$ cat src/rtl/mips_mc_pkg.sv
// Shared types and encodings for the multi-cycle MIPS controller.
// Latency: n/a (declarations only).
// Backpressure: n/a.
package mips_mc_pkg;

    // Controller states (4-bit encoding)
    typedef enum logic [3:0] {
        S_FETCH    = 4'd0,
        S_DECODE   = 4'd1,
        S_MEMADR   = 4'd2,
        S_MEMREAD  = 4'd3,
        S_MEMWB    = 4'd4,
        S_MEMWRITE = 4'd5,
        S_EXECUTE  = 4'd6,
        S_ALUWB    = 4'd7,
        S_BEQ      = 4'd8,
        S_ADDIEX   = 4'd9,
        S_ADDIWB   = 4'd10,
        S_JUMP     = 4'd11
    } state_t;

    // Opcodes
    localparam logic [5:0] OP_RTYPE = 6'h00;
    localparam logic [5:0] OP_LW    = 6'h23;
    localparam logic [5:0] OP_SW    = 6'h2B;
    localparam logic [5:0] OP_BEQ   = 6'h04;
    localparam logic [5:0] OP_ADDI  = 6'h08;
    localparam logic [5:0] OP_J     = 6'h02;

    // R-type function codes
    localparam logic [5:0] FN_ADD = 6'h20;
    localparam logic [5:0] FN_SUB = 6'h22;
    localparam logic [5:0] FN_AND = 6'h24;
    localparam logic [5:0] FN_OR  = 6'h25;
    localparam logic [5:0] FN_SLT = 6'h2A;

    // ALU control codes
    localparam logic [2:0] ALU_ADD = 3'b010;
    localparam logic [2:0] ALU_SUB = 3'b110;
    localparam logic [2:0] ALU_AND = 3'b000;
    localparam logic [2:0] ALU_OR  = 3'b001;
    localparam logic [2:0] ALU_SLT = 3'b111;

    // FSM-to-decoder ALU operation class
    localparam logic [1:0] ALUOP_ADD   = 2'b00;
    localparam logic [1:0] ALUOP_SUB   = 2'b01;
    localparam logic [1:0] ALUOP_FUNCT = 2'b10;

    // ALU B operand selects
    localparam logic [1:0] SRCB_B      = 2'b00;
    localparam logic [1:0] SRCB_FOUR   = 2'b01;
    localparam logic [1:0] SRCB_IMM    = 2'b10;
    localparam logic [1:0] SRCB_IMM_SH = 2'b11;

    // Next-PC selects
    localparam logic [1:0] PCSRC_ALU    = 2'b00;
    localparam logic [1:0] PCSRC_ALUOUT = 2'b01;
    localparam logic [1:0] PCSRC_JUMP   = 2'b10;

endpackage

$ cat src/rtl/multicycle_controller_alu_decoder.sv
// Maps the FSM's ALU operation class plus funct onto a 3-bit ALU control code.
// Latency: purely combinational.
// Backpressure: none.
module alu_decoder
    import mips_mc_pkg::*;
(
    input  logic [1:0] alu_op,
    input  logic [5:0] funct,
    output logic [2:0] alu_control
);

    // Unknown funct codes and the unused alu_op value fall back to add
    always_comb begin
        alu_control = ALU_ADD;
        case (alu_op)
            ALUOP_SUB: alu_control = ALU_SUB;
            ALUOP_FUNCT: begin
                case (funct)
                    FN_ADD:  alu_control = ALU_ADD;
                    FN_SUB:  alu_control = ALU_SUB;
                    FN_AND:  alu_control = ALU_AND;
                    FN_OR:   alu_control = ALU_OR;
                    FN_SLT:  alu_control = ALU_SLT;
                    default: alu_control = ALU_ADD;
                endcase
            end
            default: alu_control = ALU_ADD;
        endcase
    end

endmodule

$ cat src/rtl/multicycle_controller.sv
// Moore sequencing FSM for the multi-cycle MIPS datapath; drives all mux selects/enables.
// Latency: 2-5 cycles per instruction; outputs decode from the current state.
// Backpressure: none; reset abandons the current instruction and masks all write enables.
module multicycle_controller
    import mips_mc_pkg::*;
#(
    parameter int INST_WIDTH = 32
) (
    input  logic       clk,
    input  logic       reset,
    input  logic [5:0] op,
    input  logic [5:0] funct,
    input  logic       zero,
    output logic       pc_en,
    output logic       iord,
    output logic       mem_write,
    output logic       ir_write,
    output logic       reg_write,
    output logic       reg_dst,
    output logic       mem_to_reg,
    output logic       alu_src_a,
    output logic [1:0] alu_src_b,
    output logic [1:0] pc_src,
    output logic [2:0] alu_control,
    output logic       instr_done
);

    // op and funct are sliced out of IR[31:26] and IR[5:0] upstream
    if (INST_WIDTH != 32) begin : g_inst_width_check
        $error("multicycle_controller expects a 32-bit instruction word");
    end

    state_t     state;
    logic       pc_write;
    logic       branch;
    logic [1:0] alu_op;
    logic       mem_write_raw;
    logic       ir_write_raw;
    logic       reg_write_raw;
    logic       done_raw;

    // State register and next-state selection
    always_ff @(posedge clk) begin
        if (reset) begin
            state <= S_FETCH;
        end else begin
            case (state)
                S_FETCH:  state <= S_DECODE;
                S_DECODE: begin
                    case (op)
                        OP_LW, OP_SW: state <= S_MEMADR;
                        OP_RTYPE:     state <= S_EXECUTE;
                        OP_BEQ:       state <= S_BEQ;
                        OP_ADDI:      state <= S_ADDIEX;
                        OP_J:         state <= S_JUMP;
                        default:      state <= S_FETCH;
                    endcase
                end
                S_MEMADR:  state <= (op == OP_SW) ? S_MEMWRITE : S_MEMREAD;
                S_MEMREAD: state <= S_MEMWB;
                S_EXECUTE: state <= S_ALUWB;
                S_ADDIEX:  state <= S_ADDIWB;
                default:   state <= S_FETCH;
            endcase
        end
    end

    // Per-state control decode; unlisted controls stay 0 and the ALU adds
    always_comb begin
        pc_write      = 1'b0;
        branch        = 1'b0;
        iord          = 1'b0;
        mem_write_raw = 1'b0;
        ir_write_raw  = 1'b0;
        reg_write_raw = 1'b0;
        reg_dst       = 1'b0;
        mem_to_reg    = 1'b0;
        alu_src_a     = 1'b0;
        alu_src_b     = SRCB_B;
        pc_src        = PCSRC_ALU;
        alu_op        = ALUOP_ADD;
        done_raw      = 1'b0;
        case (state)
            S_FETCH: begin
                ir_write_raw = 1'b1;
                alu_src_b    = SRCB_FOUR;
                pc_write     = 1'b1;
            end
            S_DECODE: begin
                // Branch target is precomputed here into ALUOut
                alu_src_b = SRCB_IMM_SH;
                done_raw  = !(op inside {OP_LW, OP_SW, OP_RTYPE, OP_BEQ, OP_ADDI, OP_J});
            end
            S_MEMADR, S_ADDIEX: begin
                alu_src_a = 1'b1;
                alu_src_b = SRCB_IMM;
            end
            S_MEMREAD: iord = 1'b1;
            S_MEMWRITE: begin
                iord          = 1'b1;
                mem_write_raw = 1'b1;
                done_raw      = 1'b1;
            end
            S_MEMWB: begin
                mem_to_reg    = 1'b1;
                reg_write_raw = 1'b1;
                done_raw      = 1'b1;
            end
            S_EXECUTE: begin
                alu_src_a = 1'b1;
                alu_op    = ALUOP_FUNCT;
            end
            S_ALUWB: begin
                reg_dst       = 1'b1;
                reg_write_raw = 1'b1;
                done_raw      = 1'b1;
            end
            S_ADDIWB: begin
                reg_write_raw = 1'b1;
                done_raw      = 1'b1;
            end
            S_BEQ: begin
                alu_src_a = 1'b1;
                alu_op    = ALUOP_SUB;
                pc_src    = PCSRC_ALUOUT;
                branch    = 1'b1;
                done_raw  = 1'b1;
            end
            S_JUMP: begin
                pc_src   = PCSRC_JUMP;
                pc_write = 1'b1;
                done_raw = 1'b1;
            end
            default: ;
        endcase
    end

    alu_decoder u_alu_decoder (
        .alu_op      (alu_op),
        .funct       (funct),
        .alu_control (alu_control)
    );

    // Reset masks every state-changing strobe so an abandoned instruction leaves no trace
    assign pc_en      = !reset && (pc_write || (branch && zero));
    assign mem_write  = !reset && mem_write_raw;
    assign ir_write   = !reset && ir_write_raw;
    assign reg_write  = !reset && reg_write_raw;
    assign instr_done = !reset && done_raw;

endmodule

$ cat config.mk
export PLATFORM = sky130hd
export DESIGN_NAME = multicycle_controller
export DESIGN_NICKNAME = d
export VERILOG_FILES = /design/src/rtl/mips_mc_pkg.sv /design/src/rtl/multicycle_controller_alu_decoder.sv /design/src/rtl/multicycle_controller.sv
export SDC_FILE = /design/constraint.sdc
export NUM_CORES = 1
export LEC_CHECK = 0
export BUFFER_PORTS_ARGS = -buffer_cell sky130_fd_sc_hd__buf_2
export CORE_AREA = 2 2 48 50
export DETAILED_ROUTE_END_ITERATION = 12
export DIE_AREA = 0 0 50 52
export GPL_TIMING_DRIVEN = 0
export SLEW_MARGIN = 20
export SYNTH_ARGS = -nofsm -noshare
export SYNTH_HDL_FRONTEND = slang
export SYNTH_SLANG_ARGS = --single-unit
$ cat constraint.sdc
create_clock -name clk -period 2.2 [get_ports clk]
set_clock_uncertainty 0.2 [all_clocks]
set_input_delay 0.11 -clock clk [delete_from_list [all_inputs] [get_ports clk]]
set_output_delay 0.11 -clock clk [all_outputs]
set_load 0.05 [all_outputs]
==> out/results.tsv <==
metric	value	unit
yosys_warnings	0	
p_comb_frac	0.399	
path_cells	buf_6, nand2b_4, nor2_4, inv_2, ha_4, nand4b_1, o41ai_4, buf_6	
netlist_top_cells_area	dfxtp_1 (13%), nor2_1 (6.9%), nor3_1 (6.7%)	
pre_cts_ws	-0.191	ns
p_per_area	311	nW/um^2
peakVddDrop	0.172	mV
crit_path_max_fanout	2	
hp-class	input port to flip-flop	
cts_num_sinks	4	
ant_nets	0	
worst_pin_slew	0.455	ns
io_buffers	30	
max_stage_delay	0.32	ns
crit_required	1.89	ns
yosys.area.top_type	dfxtp_1	
hold_viol	0	
drt-initial-drc-count	26	
via_per_inst	5.11	
power.leakage	0.432	nW
hold_depth	4	
start_kind	flip-flop	
regToRegSetupSlack	0.58	ns
clk_latency	0.25	ns
dr.pass1.iters	4	
setup_viol	1	
cp_data_arrival_time	1.90	ns
synthArstFlopShare	0	
synthFlopType	dfxtp_1	
route.detailed.wl_per_inst	12.1	um
internal_power	0.000180	W
post-route-util	0.456	
top_register	state	
clockBufferDepth	2	
netlist_instances	86	
synth_top_area_share	0.134	
synthTopCellsByCount	nor2_1 (11), nor3_1 (8), inv_1 (5), nand2_1 (5), o21ai_0 (5)	
maxCapViolations	0	
worstSetupEndpointType	output pin	
stdcell_count	154	
crit_slowest_cell	dfxtp_2	
place_area	810	um^2
nets	146	
stdcell_area	960	um^2
crit_top_cell	buf_6	
drive_above_1_share	0.484	
totalWireLength	1860	um
nFillCells	205	
slew_violations	0	
cts_made_buffers	3	
clkPwrFrac	0.344	
yosysMostFrequentCell	nor2_1	
initial_core_util	0.283	
swShare	0.399	
reg_top3	state (4)	
hpwlAfterDp	1340	um
timing.final.crit_share	1.00	
first_global_vias	720	
outcome	finished, violations left	
h-tree-depth	1	
rsz0062_at_grt	yes	
syn_area	596	um^2
switchingPower	0.000119	W
grt_pass1_wl	3060	um
core_area	2110	um^2
grt_usage	0.150	
die_w	50	um
synth.avg_cell_area	6.93	um^2
dr_total_vias	787	
gr-total-overflow	0	
rr_endpoint	state[0]$_SDFF_PP0_	
grt_max_degree	11	
placedCellCount	144	
die_y	52	um
r2r_start	state[3]$_SDFF_PP0_	
antenna_found_initial	0	
ctsRootBufferMaster	clkbuf_4	
synth.distinct_cells	35	
die-area	2600	um^2
diodes	0	
min_from	op[4]	
rows	17	
power_frac_seq	0.258	
fmax	0.453	GHz
yosysSeqAreaShare	0.134	
violations	negative setup slack	
num_io_pins	31	
largest_reg_flops	4	
drc	0	
r2r_cells	5	
ys_seq_elements	4	
area.growth.synth_to_final	61.1	%
min_period	2.21	ns
crit_type	flip-flop to output pin	
globalplace.congestion	0.787	
min_to	state[1]$_SDFF_PP0_	
synth_edf_count	0	
cts_tree	built	
worst_slack	-0.00948	ns
clk_pin_slew	0.05	ns
syn-num-nets	104	
relSlewSlack	0.689	
==> power groups by stage <==
| stage | logic [W] | clock network, W | registers [W] |
|---|---|---|---|
| after floorplan | 0.0000759 | 0 | 0.0000775 |
| after global routing | 0.000128 | 0.000108 | 0.0000772 |
| after detailed placement | 0.000112 | 0 | 0.0000777 |
| after CTS | 0.000119 | 0.000105 | 0.0000769 |
| after global placement | 0.000111 | 0 | 0.0000777 |
| final | 0.000119 | 0.000103 | 0.0000770 |
==> critical path, delay by kind of cell (launching register included) <==
kind,cells,cell delay [ns]
and+or+nand+nor,3,0.44
buffers and inverters,3,0.37
DFF,1,0.32
AOI/OAI and AO/OA,1,0.26
adders and majority gates,1,0.25
==> cell families after synthesis <==
| family | count (synthesis) | synth area share |
|---|---|---|
| multiplexers | 1 | 0.0168 |
| XOR/XNOR | 4 | 0.0588 |
| adder cells (fa/ha/maj) | 3 | 0.0630 |
| buffers and inverters | 9 | 0.0756 |
| AO/OA/AOI/OAI | 22 | 0.261 |
| AND/OR/NAND/NOR | 43 | 0.391 |
| flip-flops | 4 | 0.134 |
==> layout make-up <==
type / count / area [um^2] / area share
inverter: 5 / 18.8 / 0.0196
clock buffer: 3 / 22.5 / 0.0235
multi-input combinational: 73 / 547 / 0.570
timing repair buffer: 37 / 214 / 0.223
sequential: 4 / 83.8 / 0.0874
tap: 28 / 35.0 / 0.0365
buffer: 4 / 38.8 / 0.0404
==> layer usage <==
layer,global-route usage,up-vias,share of wire
met4,0.0926,0,0.016
met1,0.178,355,0.43
li1,-,402,-
met3,0.00287,2,0.040
met5,0,-,0
met2,0.268,28,0.51
==> placed cells by master (no fill, tap or decap), types with 2 or more instances in the layout <==
master | netlist | final
dfxtp_2 | 0 | 3
inv_1 | 5 | 4
nand2_1 | 5 | 4
nor2_4 | 0 | 2
clkbuf_4 | 0 | 3
nand4_1 | 2 | 2
a21o_1 | 2 | 2
ha_1 | 3 | 2
nand3b_1 | 2 | 2
xor2_1 | 3 | 3
nand2b_4 | 1 | 3
nor2_2 | 0 | 3
o21ai_0 | 5 | 4
buf_4 | 0 | 7
nand3_1 | 4 | 4
a31oi_1 | 2 | 2
nor3_1 | 8 | 8
nor2_1 | 11 | 6
buf_6 | 1 | 4
a21oi_1 | 4 | 4
buf_2 | 3 | 29
nand2b_1 | 4 | 2
==> through the flow <==
step | power [W] | hold WS [ns] | setup TNS, ns
5_1_grt | 0.000313 | 0.0501 | -0.0649
2_1_floorplan | 0.000153 | -0.00109 | -0.117
4_1_cts | 0.000300 | 0.0163 | -0.0924
3_5_place_dp | 0.000190 | 0.235 | -0.247
3_3_place_gp | 0.000189 | 0.242 | -0.225
6_report | 0.000299 | 0.0303 | -0.00948
==> worst max-delay path by stage <==
stage / start / end / slack [ns] / depth (start not counted)
final: state[3]$_SDFF_PP0_ / alu_control[2] / -0.009 / 8
after global routing: state[3]$_SDFF_PP0_ / alu_control[2] / -0.06 / 8
after global placement: state[3]$_SDFF_PP0_ / alu_control[2] / -0.18 / 8
after floorplan: state[3]$_SDFF_PP0_ / alu_control[2] / -0.12 / 7
after CTS: state[3]$_SDFF_PP0_ / alu_control[2] / -0.09 / 8
after detailed placement: state[3]$_SDFF_PP0_ / alu_control[2] / -0.19 / 8
==> timing repair <==
action / CTS / global route
setup endpoints to repair: 3 / 2
pin swaps: 4 / 1
hold buffers: 1 / 0
endpoints found under the hold margin: 1 / 0
setup buffers: 6 / 0
gates resized for setup: 19 / 4
No activity file was read; power rests on OpenSTA's default activity.
